--- src/rtl/mems_spi_pkg.sv ---
// Shared constants for the MEMS DAC SPI transmitter and the sequencer that drives it.
// Holds the frame defaults, the state encoding and a counter-width helper.
package mems_spi_pkg;

    localparam int DAC_WORD_BITS  = 24;
    localparam int DAC_HALF_DIV   = 2;
    localparam int DAC_GAP_CYCLES = 2;

    // Encoding is visible to the sequencer, so keep these values stable.
    localparam logic [2:0] ST_IDLE     = 3'd0;
    localparam logic [2:0] ST_SETUP    = 3'd1;
    localparam logic [2:0] ST_SHIFT_LO = 3'd2;
    localparam logic [2:0] ST_SHIFT_HI = 3'd3;
    localparam logic [2:0] ST_GAP      = 3'd4;

    typedef enum logic [2:0] {
        IDLE     = ST_IDLE,
        SETUP    = ST_SETUP,
        SHIFT_LO = ST_SHIFT_LO,
        SHIFT_HI = ST_SHIFT_HI,
        GAP      = ST_GAP
    } state_t;

    // Down-counter width for a count of n cycles; never narrower than one bit.
    function automatic int cnt_width(input int n);
        return (n > 1) ? $clog2(n) : 1;
    endfunction

endpackage

--- src/rtl/mems_dac_spi_tx_if.sv ---
// Sequencer-side request/status handshake plus the three-wire DAC serial port.
// The sequencer uses master, the transmitter uses slave.
interface mems_dac_spi_tx_if #(
    parameter int WORD_BITS = mems_spi_pkg::DAC_WORD_BITS
);
    logic                 start;
    logic [WORD_BITS-1:0] data;
    logic                 busy;
    logic                 done;
    logic                 sclk;
    logic                 sync_n;
    logic                 mosi;

    modport master (
        output start, data,
        input  busy, done, sclk, sync_n, mosi
    );

    modport slave (
        input  start, data,
        output busy, done, sclk, sync_n, mosi
    );
endinterface

--- src/rtl/mems_spi_tick.sv ---
// Half-period down-counter: load on demand, count to zero and stop there.
// tc is high while the count sits at zero.
module mems_spi_tick #(
    parameter int WIDTH = 1
) (
    input  logic             clk,
    input  logic             rst,
    input  logic             load,
    input  logic [WIDTH-1:0] load_val,
    output logic             tc
);
    logic [WIDTH-1:0] count;

    // NOTE: sequential state uses non-blocking assignments so every register samples pre-edge values.
    always_ff @(posedge clk) begin
        if (rst) begin
            count <= '0;
        end else if (load) begin
            count <= load_val;
        end else if (count != '0) begin
            count <= count - WIDTH'(1);
        end
    end

    assign tc = (count == '0);
endmodule

--- src/rtl/mems_dac_spi_tx.sv ---
// Serialises one DAC command word per start pulse: sync_n frame, sclk idling high,
// MSB first, data sampled by the DAC on falling sclk, fixed sync_n-high gap after each word.
module mems_dac_spi_tx
    import mems_spi_pkg::*;
#(
    parameter int WORD_BITS  = DAC_WORD_BITS,
    parameter int HALF_DIV   = DAC_HALF_DIV,
    parameter int GAP_CYCLES = DAC_GAP_CYCLES
) (
    input  logic             clk,
    input  logic             rst,
    mems_dac_spi_tx_if.slave bus
);
    localparam int HALF_W = cnt_width(HALF_DIV);
    localparam int GAP_W  = cnt_width(GAP_CYCLES);
    localparam int BIT_W  = $clog2(WORD_BITS + 1);

    localparam logic [HALF_W-1:0] HALF_LOAD = HALF_W'(HALF_DIV - 1);
    localparam logic [GAP_W-1:0]  GAP_LOAD  = GAP_W'(GAP_CYCLES - 1);

    state_t               state;
    state_t               next_state;
    logic [WORD_BITS-1:0] shreg;
    logic [BIT_W-1:0]     bit_cnt;
    logic [GAP_W-1:0]     gap_cnt;
    logic                 half_tc;
    logic                 gap_tc;
    logic                 last_bit;
    logic                 state_change;
    logic [HALF_W-1:0]    half_load_val;

    assign last_bit     = (bit_cnt == BIT_W'(WORD_BITS));
    assign gap_tc       = (gap_cnt == '0);
    assign state_change = (next_state != state);

    mems_spi_tick #(
        .WIDTH (HALF_W)
    ) u_tick (
        .clk      (clk),
        .rst      (rst),
        .load     (state_change),
        .load_val (half_load_val),
        .tc       (half_tc)
    );

    always_ff @(posedge clk) begin
        if (rst) begin
            state <= IDLE;
        end else begin
            state <= next_state;
        end
    end

    // NOTE: every always_comb output gets a default first, so no path can infer a latch.
    always_comb begin
        next_state    = state;
        half_load_val = '0;
        unique case (state)
            IDLE:     if (bus.start) next_state = SETUP;
            SETUP:    if (half_tc)   next_state = SHIFT_LO;
            SHIFT_LO: if (half_tc)   next_state = SHIFT_HI;
            SHIFT_HI: if (half_tc)   next_state = last_bit ? GAP : SHIFT_LO;
            GAP:      if (gap_tc)    next_state = IDLE;
            default:                 next_state = IDLE;
        endcase
        if (next_state == SETUP || next_state == SHIFT_LO || next_state == SHIFT_HI) begin
            half_load_val = HALF_LOAD;
        end
    end

    // Outputs are decoded from next_state and registered, so they move with the state.
    always_ff @(posedge clk) begin
        if (rst) begin
            bus.busy   <= 1'b0;
            bus.done   <= 1'b0;
            bus.sclk   <= 1'b1;
            bus.sync_n <= 1'b1;
            bus.mosi   <= 1'b0;
            shreg      <= '0;
            bit_cnt    <= '0;
            gap_cnt    <= '0;
        end else begin
            bus.busy   <= (next_state != IDLE);
            bus.done   <= (state == GAP) && (next_state == IDLE);
            bus.sclk   <= (next_state != SHIFT_LO);
            bus.sync_n <= (next_state == IDLE) || (next_state == GAP);

            if (state == IDLE && next_state == SETUP) begin
                shreg    <= bus.data;
                bus.mosi <= bus.data[WORD_BITS-1];
                bit_cnt  <= '0;
            end else if (state == SHIFT_LO && next_state == SHIFT_HI) begin
                // The last bit holds through the final high phase.
                if (!last_bit) begin
                    shreg    <= shreg << 1;
                    bus.mosi <= shreg[WORD_BITS-2];
                end
            end else if (next_state == GAP || next_state == IDLE) begin
                bus.mosi <= 1'b0;
            end

            if (next_state == SHIFT_LO && state != SHIFT_LO) begin
                bit_cnt <= bit_cnt + BIT_W'(1);
            end

            if (state_change) begin
                gap_cnt <= (next_state == GAP) ? GAP_LOAD : '0;
            end else if (gap_cnt != '0) begin
                gap_cnt <= gap_cnt - GAP_W'(1);
            end
        end
    end
endmodule

--- src/flat_wrapper.sv ---
// flat-port wrapper written by rule: the top's interface ports become plain ports
module mems_dac_spi_tx_flat import mems_spi_pkg::*;
#(
    parameter int WORD_BITS  = DAC_WORD_BITS,
    parameter int HALF_DIV   = DAC_HALF_DIV,
    parameter int GAP_CYCLES = DAC_GAP_CYCLES
)
  (clk, rst, bus_start, bus_data, bus_busy, bus_done, bus_sclk, bus_sync_n, bus_mosi);
  mems_dac_spi_tx_if #(.WORD_BITS(WORD_BITS)) bus_i ();
  input  logic clk;
  input  logic rst;
  input wire logic [$bits(bus_i.start)-1:0] bus_start;
  input wire logic [$bits(bus_i.data)-1:0] bus_data;
  output wire logic [$bits(bus_i.busy)-1:0] bus_busy;
  output wire logic [$bits(bus_i.done)-1:0] bus_done;
  output wire logic [$bits(bus_i.sclk)-1:0] bus_sclk;
  output wire logic [$bits(bus_i.sync_n)-1:0] bus_sync_n;
  output wire logic [$bits(bus_i.mosi)-1:0] bus_mosi;
  assign bus_i.start = bus_start;
  assign bus_i.data = bus_data;
  assign bus_busy = bus_i.busy;
  assign bus_done = bus_i.done;
  assign bus_sclk = bus_i.sclk;
  assign bus_sync_n = bus_i.sync_n;
  assign bus_mosi = bus_i.mosi;
  mems_dac_spi_tx #(.WORD_BITS(WORD_BITS), .HALF_DIV(HALF_DIV), .GAP_CYCLES(GAP_CYCLES)) u_core (.clk(clk), .rst(rst), .bus(bus_i));
endmodule
--- config.mk ---
export PLATFORM = sky130hd
export DESIGN_NAME = mems_dac_spi_tx_flat
export DESIGN_NICKNAME = d
export VERILOG_FILES = /design/src/rtl/mems_spi_pkg.sv /design/src/rtl/mems_dac_spi_tx_if.sv /design/src/rtl/mems_spi_tick.sv /design/src/rtl/mems_dac_spi_tx.sv /design/src/flat_wrapper.sv
export SDC_FILE = /design/constraint.sdc
export NUM_CORES = 1
export LEC_CHECK = 0
export BUFFER_PORTS_ARGS = -buffer_cell sky130_fd_sc_hd__buf_2
export CAP_MARGIN = 5
export CORE_MARGIN = 5
export CORE_UTILIZATION = 24
export DETAILED_ROUTE_END_ITERATION = 16
export PLACE_DENSITY = 0.42
export SYNTH_ARGS = -nofsm -noshare
export SYNTH_HDL_FRONTEND = slang
export SYNTH_SLANG_ARGS = --single-unit
--- constraint.sdc ---
create_clock -name clk -period 3.55 [get_ports clk]
set_clock_uncertainty 0.15 [all_clocks]
set_input_delay 0.355 -clock clk [delete_from_list [all_inputs] [get_ports clk]]
set_output_delay 0.355 -clock clk [all_outputs]
set_load 0.05 [all_outputs]
; ---- Word level (Yosys, flattened, before mapping)
; Cells that the tools add are included.
[totals]
ff_bits = 38
latchBits = 0
romBits = 0
wordCells = 64
mem_count = 0
input_bits = 27
output_inout_bits = 5
ramBits = 0
[classes]
multipliers = 0
eq_ne = 14
n_mux = 22
shifts = 0
bitwise_logic = 0
div = 0
reduce_logical = 15
magnitude_cmp = 0
add_sub_neg = 3
[ops]
columns = op, n
row1 = 23-bit 2-to-1 mux, 3
row2 = 3-bit 2-to-1 mux, 6
row3 = 3-bit case mux with 5 select lines, 1
row4 = "3-bit by 2-bit == test with 1-bit output, second input constant", 4
row5 = 1-bit 2-to-1 mux, 10
row6 = 5-bit 2-to-1 mux, 2
row7 = "3-bit by 1-bit == test with 1-bit output, second input constant", 2
row8 = "3-bit == test, second input constant", 2
row9 = 3-bit logical NOT, 2
row10 = "3-bit by 2-bit inequality test with 1-bit output, second input constant", 2
row11 = 3-bit nonzero test, 2
row12 = "5-bit by 1-bit adder with 5-bit output, second input constant", 1
row13 = "5-bit == test, second input constant", 1
row14 = 1-bit logical AND, 4
row15 = 2-bit AND reduction, 2
row16 = 2-bit nonzero test, 2
row17 = 1-bit logical OR, 3
row18 = 3-bit inequality test, 1
row19 = "3-bit inequality test, second input constant", 1
row20 = "2-bit inequality test, second input constant", 1
row21 = "1-bit subtractor, second input constant", 2

; ---- Depth between registers and ports, before layout
; Gate-level depths: netlist of run 1.
[logic_depth]
depth_word = 9
mapped_depth = 7
ltp_nobuf = 6

; ---- Modules after synthesis
; Synthesis of run 1 repeated with hierarchy kept, for this count alone.
[unflattened]
cells_unflattened = 184
area_unflattened_um2 = 1736.7
[by_module_without_submodules]
columns = mod, instances, seq_area_each_um2, cells_per_inst, area_each_um2
row1 = mems_dac_spi_tx, 1, 740.7, 181, 1704.1
row2 = mems_spi_tick, 1, 20.0, 3, 32.5

; ---- Worst setup path before layout of run 1
; No wires, ideal clock.
[synth_path]
path_type = reg-to-reg
startpoint = reg u_core.state[2]
endpoint = reg u_core.shreg[4]
t_arrival_ps = 1745
setup_time_ps = 147
n_path_buf = 2
path_stages_with_launch = 6
period_less_slack_ps = 2042
setup_slack_ps = 1508
required_ps = 3253
cell_sequence = dfxtp_1 -> or4b_1 -> clkbuf_1 -> a221oi_4 -> buf_2 -> a311oi_2
[synth_via]
elab_chain_len = 6
word_cells_on_any_way = 19
[synth_rtl]
columns = element, line
row1 = from (decl), mems_dac_spi_tx.sv:21  ; state_t state;
row2 = from (signal assigned), mems_dac_spi_tx.sv:50  ; state <= next_state;
row3 = "3-bit == test, or another cell as far along", mems_dac_spi_tx.sv:58  ; unique case (state)
row4 = 3-bit case mux with 5 select lines, mems_dac_spi_tx.sv:58
row5 = 3-bit by 1-bit == test with 1-bit output or 3-bit by 2-bit == test with 1-bit output (tied branches), "mems_dac_spi_tx.sv:88, mems_dac_spi_tx.sv:92"
row6 = "1-bit logical AND, on equally long branches", "mems_dac_spi_tx.sv:88, mems_dac_spi_tx.sv:92"
row7 = 2-bit inequality test (no source line) or 2-bit nonzero test (tied branches), --
row8 = 2-bit AND reduction (no source line), --
row9 = to (signal assigned), mems_dac_spi_tx.sv:89  ; shreg <= bus.data;
row10 = to (signal assigned), mems_dac_spi_tx.sv:95  ; shreg <= shreg << 1;
row11 = to (decl), mems_dac_spi_tx.sv:23  ; logic [WORD_BITS-1:0] shreg;
; Several ways; a longest one is shown, not always the timed one.
; A chain may end at the register's enable or synchronous reset.

; ---- Final worst setup path of run 1
[layout_path]
startpoint = reg u_core.state[2]
endpoint = reg u_core.shreg[5]
; Same word-level chain as after synthesis.

==> flow_summary.toml, run 1 <==
[run_status]
status = "completed"

[clock_tree]
cts_tree = "done"
ctsResizeCount = 0
ctsHoldBuffers = 0
clk_path_buf_depth = 2
clk_latency_ps = 280
postCtsSetupRepairBufs = 0
cts-buffers-inserted = 5
cts_sinks = 38
path_clk_slew_ps = 70
root_buffer = "clkbuf_8"
htree_num_levels = 2

[power_and_ir_drop]
max-vdd-ir-drop_v = 0.0001818
leakage_nw = 0.7865
cellPowerDensity_nw_per_um2 = 566.4

[floorplan]
boundaryPins = 32
core_sq_um = 7331
rows = 31
fp.dieH_um = 97.37
fp.dieArea_sq_um = 9480
die_w_um = 97.37
initial_core_util_pct = 24.99

[yosys]
synthFlopType = "dfxtp_1"
synth_nets = 237
netlist_area_sq_um = 1832
netlist_instances = 208
synth_top_cell_area_share_pct = 41.53
ys_seq_area_share_pct = 41.53
synth_compound_area_share_pct = 23.70
synth_fa_ha_area_share_pct = 1.366
async_flop_share_pct = 0
ys_warn_count = 0
synth_simple_gate_area_share_pct = 26.09
synth.area.top_cells = "dfxtp_1 (42%), a311oi_2 (15%), nand2_1 (10%)"
synthMuxAreaShare_pct = 1.093
yosys.area.top_type = "dfxtp_1"
avgSynthCellArea_sq_um = 8.807
synth_top_family_by_area = "simple AND/OR/NAND/NOR gates"
synthXorXnorAreaFrac_pct = 0.9563
synth_edf_count = 0
ys_ff_latch = 38
synth_cell_types = 41

[route]
ant_nets = 0
drt-initial-drc-count = 73
wl_um = 4085
drt_pass1_iterations = 4
wl_per_cell_um = 12.30
vias = 1496
drc = 0
vias_per_cell = 4.506

[grt]
overflow = 0
grt_first_pass_wirelength_um = 6886
antenna_found_initial = 0
grt_start_max_net_pins = 46
grt_pass1_vias = 1450
grt_usage_pct = 8.668

[finish]
diodes = 0
final_cell_area_sq_um = 2146
fin_nets = 261
syn2layout_area_growth_pct = 17.14
instances_no_fill = 332
final_common_cell = "nand2_1"
mostFrequentLayoutCells = "nand2_1 (50), dfxtp_1 (38), buf_2 (31)"
drive_above_1_share_pct = 26.61

[timing]
hold_viol_final = 0
rsz0062_at_grt = "no"
fmax_mhz = 396.2
setup_ws_ps = 1026
setup_tns_ps = 0
tightest_slew_ps = 903.6
fin_crit_ps = 2524
drv_slew = 0
finalSetupViolCount = 0
slew_headroom_pct = 39.76
final.period_utilization_pct = 71.10

[worst_hold_path]
worstHoldPathType = "in -> reg"
hold_path.startpoint = "bus_data[0]"

[job]
cap_violations = 0

[critical_path]
cp-end-kind = "flop"
arrival_ps = 2570
crit_fanout = 45
startpoint_type = "flop"
rr_startpoint = "u_core.state[2]$_SDFF_PP0_"
cp-startpoint = "u_core.state[2]$_SDFF_PP0_"
crit_type = "reg -> reg"
cp.required_ps = 3590

[placed_design]
place_ws_ps = 1038
place_area_sq_um = 2054
dp_cells = 324
place.detailed.hpwl_um = 2720
place.gp.congestion = 0.7229
io_buffers = 31
[synthesized netlist by cell type, types with 2 or more instances]
cell / number
dfxtp_1: 38
nor3_1: 5
nand2b_1: 3
nor2_1: 30
clkbuf_1: 11
buf_2: 2
nand2_1: 50
mux2i_1: 2
ha_1: 2
a21oi_1: 4
nand4_1: 3
nor3b_1: 2
a311oi_2: 18
buf_6: 2
or3b_1: 2
xor2_1: 2
a311oi_1: 5
o21ai_0: 2
inv_1: 3
[path summary, 6_finish.rpt]
check                                                     to  slack [ps]  cells after the start
worst max register to register  u_core.shreg[5]$_SDFFE_PP0P_        1030                      6
worst min-delay path            u_core.shreg[0]$_SDFFE_PP0P_         150                      3
worst max-delay path            u_core.shreg[5]$_SDFFE_PP0P_        1030                      6
worst min register to register    u_core.bus.done$_SDFF_PP0_         270                      1
[metrics by stage]
stage | total power, mW | hold WS (ps) | utilization [%]
finish | 1.215 | 154.8 | 29.27
global route | 1.300 | 163.5 | 29.27
CTS | 1.240 | 148.1 | 29.27
detailed placement | 0.9252 | 263.6 | 28.03
global placement | 0.9234 | 273.8 | 28.03
floorplan | 0.8559 | 240.1 | -
[area by class of cell]
type,count,area [sq um]
clock inverter,1,5.005
sequential,38,760.7
fill,798,5185
inverter,3,11.26
multi-input combinational,150,980.9
timing repair buffer,34,177.7
clock buffer,7,86.33
tap,99,123.9
[per-layer routing]
metal	wire, um	share of wire [%]	GRT usage [%]
met1	2066	51	11.81
met2	1798	44	12.81
met5	0	0	0
met4	78	1.9	4.153
met3	142	3.5	2.010
[flip-flops by register name, indices dropped and copies added, names as in the netlist]
signal and flops:
u_core.bit_cnt 5, u_core.bus.busy 1, u_core.bus.done 1, u_core.bus.mosi 1, u_core.bus.sclk 1, u_core.bus.sync_n 1, u_core.gap_cnt 1, u_core.shreg 23
u_core.state 3, u_core.u_tick.count 1
[critical path, cell delays in order, from the launching register on]
cell      delay [ps]
dfxtp_1          420
or4b_1           550
buf_4            230
a221oi_4         230
buf_4            480
nor2_1           110
a311oi_2         250
[power by group]
part | internal (mW) | switching (mW)
Clock | 0.157 | 0.149
Sequential | 0.498 | 0.0471
Combinational | 0.139 | 0.226
[cells by family after synthesis]
group | count (synthesis)
flip-flops | 38
multiplexers | 2
adder cells (fa/ha/maj) | 2
AO/OA/AOI/OAI | 38
XOR/XNOR | 2
AND/OR/NAND/NOR | 106
buffers and inverters | 20
No activity file was read; power rests on OpenSTA's default activity.
==> run 2: changes to the inputs <==
Clock period 3.55 ns to 2.35 ns, I/O delays scaled along.
==> flow_summary.toml, run 2 (synthesis gave the netlist of run 1 again) <==
[power_and_ir_drop]
cellPowerDensity_nw_per_um2 = 856.8
cellInternalPower_mw = 1.224
seqPwrFrac_pct = 42.6
clock_power_share_pct = 25.5
leakage_nw = 0.8206
swShare_pct = 35.27
total_power_mw = 1.891
p_sw_mw = 0.6670
max-vdd-ir-drop_v = 0.0002429
combPwrFrac_pct = 31.9

[worst_hold_path]
min_path_cells = 3
worstHoldPathType = "in -> reg"
whs_endpoint = "u_core.shreg[0]$_SDFFE_PP0P_"
hold_path.startpoint = "bus_data[0]"

[critical_path]
rr_startpoint = "u_core.bit_cnt[0]$_SDFFE_PP0P_"
crit_type = "reg -> reg"
r2r_end = "u_core.shreg[11]$_SDFFE_PP0P_"
arrival_ps = 2150
slowest_stage = "dfxtp_1"
reg2reg_slack_ps = 260
cp.required_ps = 2410
crit_fanout = 45
cp-end-kind = "flop"
critPathTopFamily = "compound AO/OA/AOI/OAI gates"
max_stage_delay_ps = 380
startpoint_type = "flop"
crit_chain = "inv_1 > ha_1 > and4b_1 > a221oi_4 > buf_12 > nor2_1 > a311oi_2"
reg2reg_depth = 7
cp_num_buf_inv = 2

[grt]
grt_pass1_vias = 1584
antenna_found_initial = 0
grt_first_pass_wirelength_um = 7500
grt_usage_pct = 9.480
overflow = 0
grt_start_max_net_pins = 46

[route]
drt_pass1_iterations = 4
vias_per_cell = 4.476
wl_um = 4248
wl_per_cell_um = 12.57
drc = 0
vias = 1513
ant_nets = 0
drt-initial-drc-count = 58

[finish]
diodes = 0
fin_nets = 267
largest_reg_flops = 23
syn2layout_area_growth_pct = 20.49
multi_input_area_sq_um = 980.9
mostFrequentLayoutCells = "nand2_1 (50), dfxtp_1 (38), buf_2 (31)"
largest-register = "u_core.shreg"
final_common_cell = "nand2_1"
regArea_sq_um = 760.7
fillers = 801
reg_top3 = "u_core.shreg: 23 flops, u_core.bit_cnt: 5 flops, u_core.state: 3 flops"
drive_above_1_share_pct = 28.87

[floorplan]
core_sq_um = 7331
fp.dieArea_sq_um = 9480
die_w_um = 97.37
fp.dieH_um = 97.37
boundaryPins = 32
initial_core_util_pct = 24.99
rows = 31

[clock_tree]
cts_sinks = 38
clk_path_buf_depth = 2
clk_latency_ps = 290
ctsResizeCount = 0
path_clk_slew_ps = 80
postCtsSetupRepairBufs = 0
cts_tree = "done"
htree_num_levels = 2
cts-buffers-inserted = 5
ctsHoldBuffers = 0
root_buffer = "clkbuf_8"

[placed_design]
io_buffers = 31
place.detailed.hpwl_um = 2841
place.gp.congestion = 0.7350

[timing]
drv_slew = 0
fin_crit_ps = 2095
tightest_slew_ps = 552.4
slew_headroom_pct = 63.18
setup_tns_ps = 0
hold_viol_final = 0
fmax_mhz = 477.3
finalSetupViolCount = 0
rsz0062_at_grt = "no"
final.period_utilization_pct = 89.15

[job]
cap_violations = 0

[run_status]
status = "completed"
==> run 2: power groups by stage <==
| stage | logic [mW] | registers, mW | clock network [mW] |
|---|---|---|---|
| 3_3_place_gp | 0.604 | 0.822 | 0 |
| 2_1_floorplan | 0.435 | 0.858 | 0 |
| 3_5_place_dp | 0.609 | 0.821 | 0 |
| 5_1_grt | 0.674 | 0.821 | 0.526 |
| 4_1_cts | 0.611 | 0.807 | 0.510 |
| 6_report | 0.602 | 0.806 | 0.483 |
==> run 2: worst reg2reg max path, cell delays in order (launching register included) <==
cell	delay (ps)
dfxtp_1	380
inv_1	70
ha_1	200
and4b_1	280
a221oi_4	310
buf_12	270
nor2_1	110
a311oi_2	240
==> run 2: final cells by class <==
type                       count  share of cell area, %
inverter                       3                 0.5102
timing repair buffer          40                  10.66
clock buffer                   6                  3.741
sequential                    38                  34.47
multi-input combinational    150                  44.44
clock inverter                 2                 0.5669
tap                           99                  5.612
==> run 2: how the worst max path moves through the flow <==
stage / slack, ps / cells after the start / start / end
floorplan: 310 / 5 / u_core.state[2]$_SDFF_PP0_ / u_core.shreg[4]$_SDFFE_PP0P_
global placement: 320 / 5 / u_core.state[2]$_SDFF_PP0_ / u_core.shreg[14]$_SDFFE_PP0P_
detailed placement: 280 / 7 / u_core.bit_cnt[0]$_SDFFE_PP0P_ / u_core.shreg[15]$_SDFFE_PP0P_
CTS: 260 / 7 / u_core.bit_cnt[0]$_SDFFE_PP0P_ / u_core.shreg[11]$_SDFFE_PP0P_
global route: 70 / 7 / u_core.bit_cnt[0]$_SDFFE_PP0P_ / u_core.shreg[17]$_SDFFE_PP0P_
finish: 260 / 7 / u_core.bit_cnt[0]$_SDFFE_PP0P_ / u_core.shreg[11]$_SDFFE_PP0P_
==> run 2: per-layer routing <==
layer,up-vias,global-route usage [%],share of wire (%)
li1,793,-,-
met1,692,11.97,50
met2,22,15.02,44
met3,6,2.513,3.8
met4,0,4.366,2.0
met5,-,0,0
==> run 2: per-stage QoR <==
step	utilization (%)	instances	area, sq um	setup slack, ps	hold WS (ps)
after global routing	30.11	338	2207	71.15	36.41
after floorplan	-	208	1832	308.4	221.0
after global placement	28.81	330	2112	325.0	259.6
after detailed placement	28.81	330	2112	275.4	257.2
after CTS	30.11	338	2207	255.8	11.44
final	30.11	338	2207	255.1	22.29
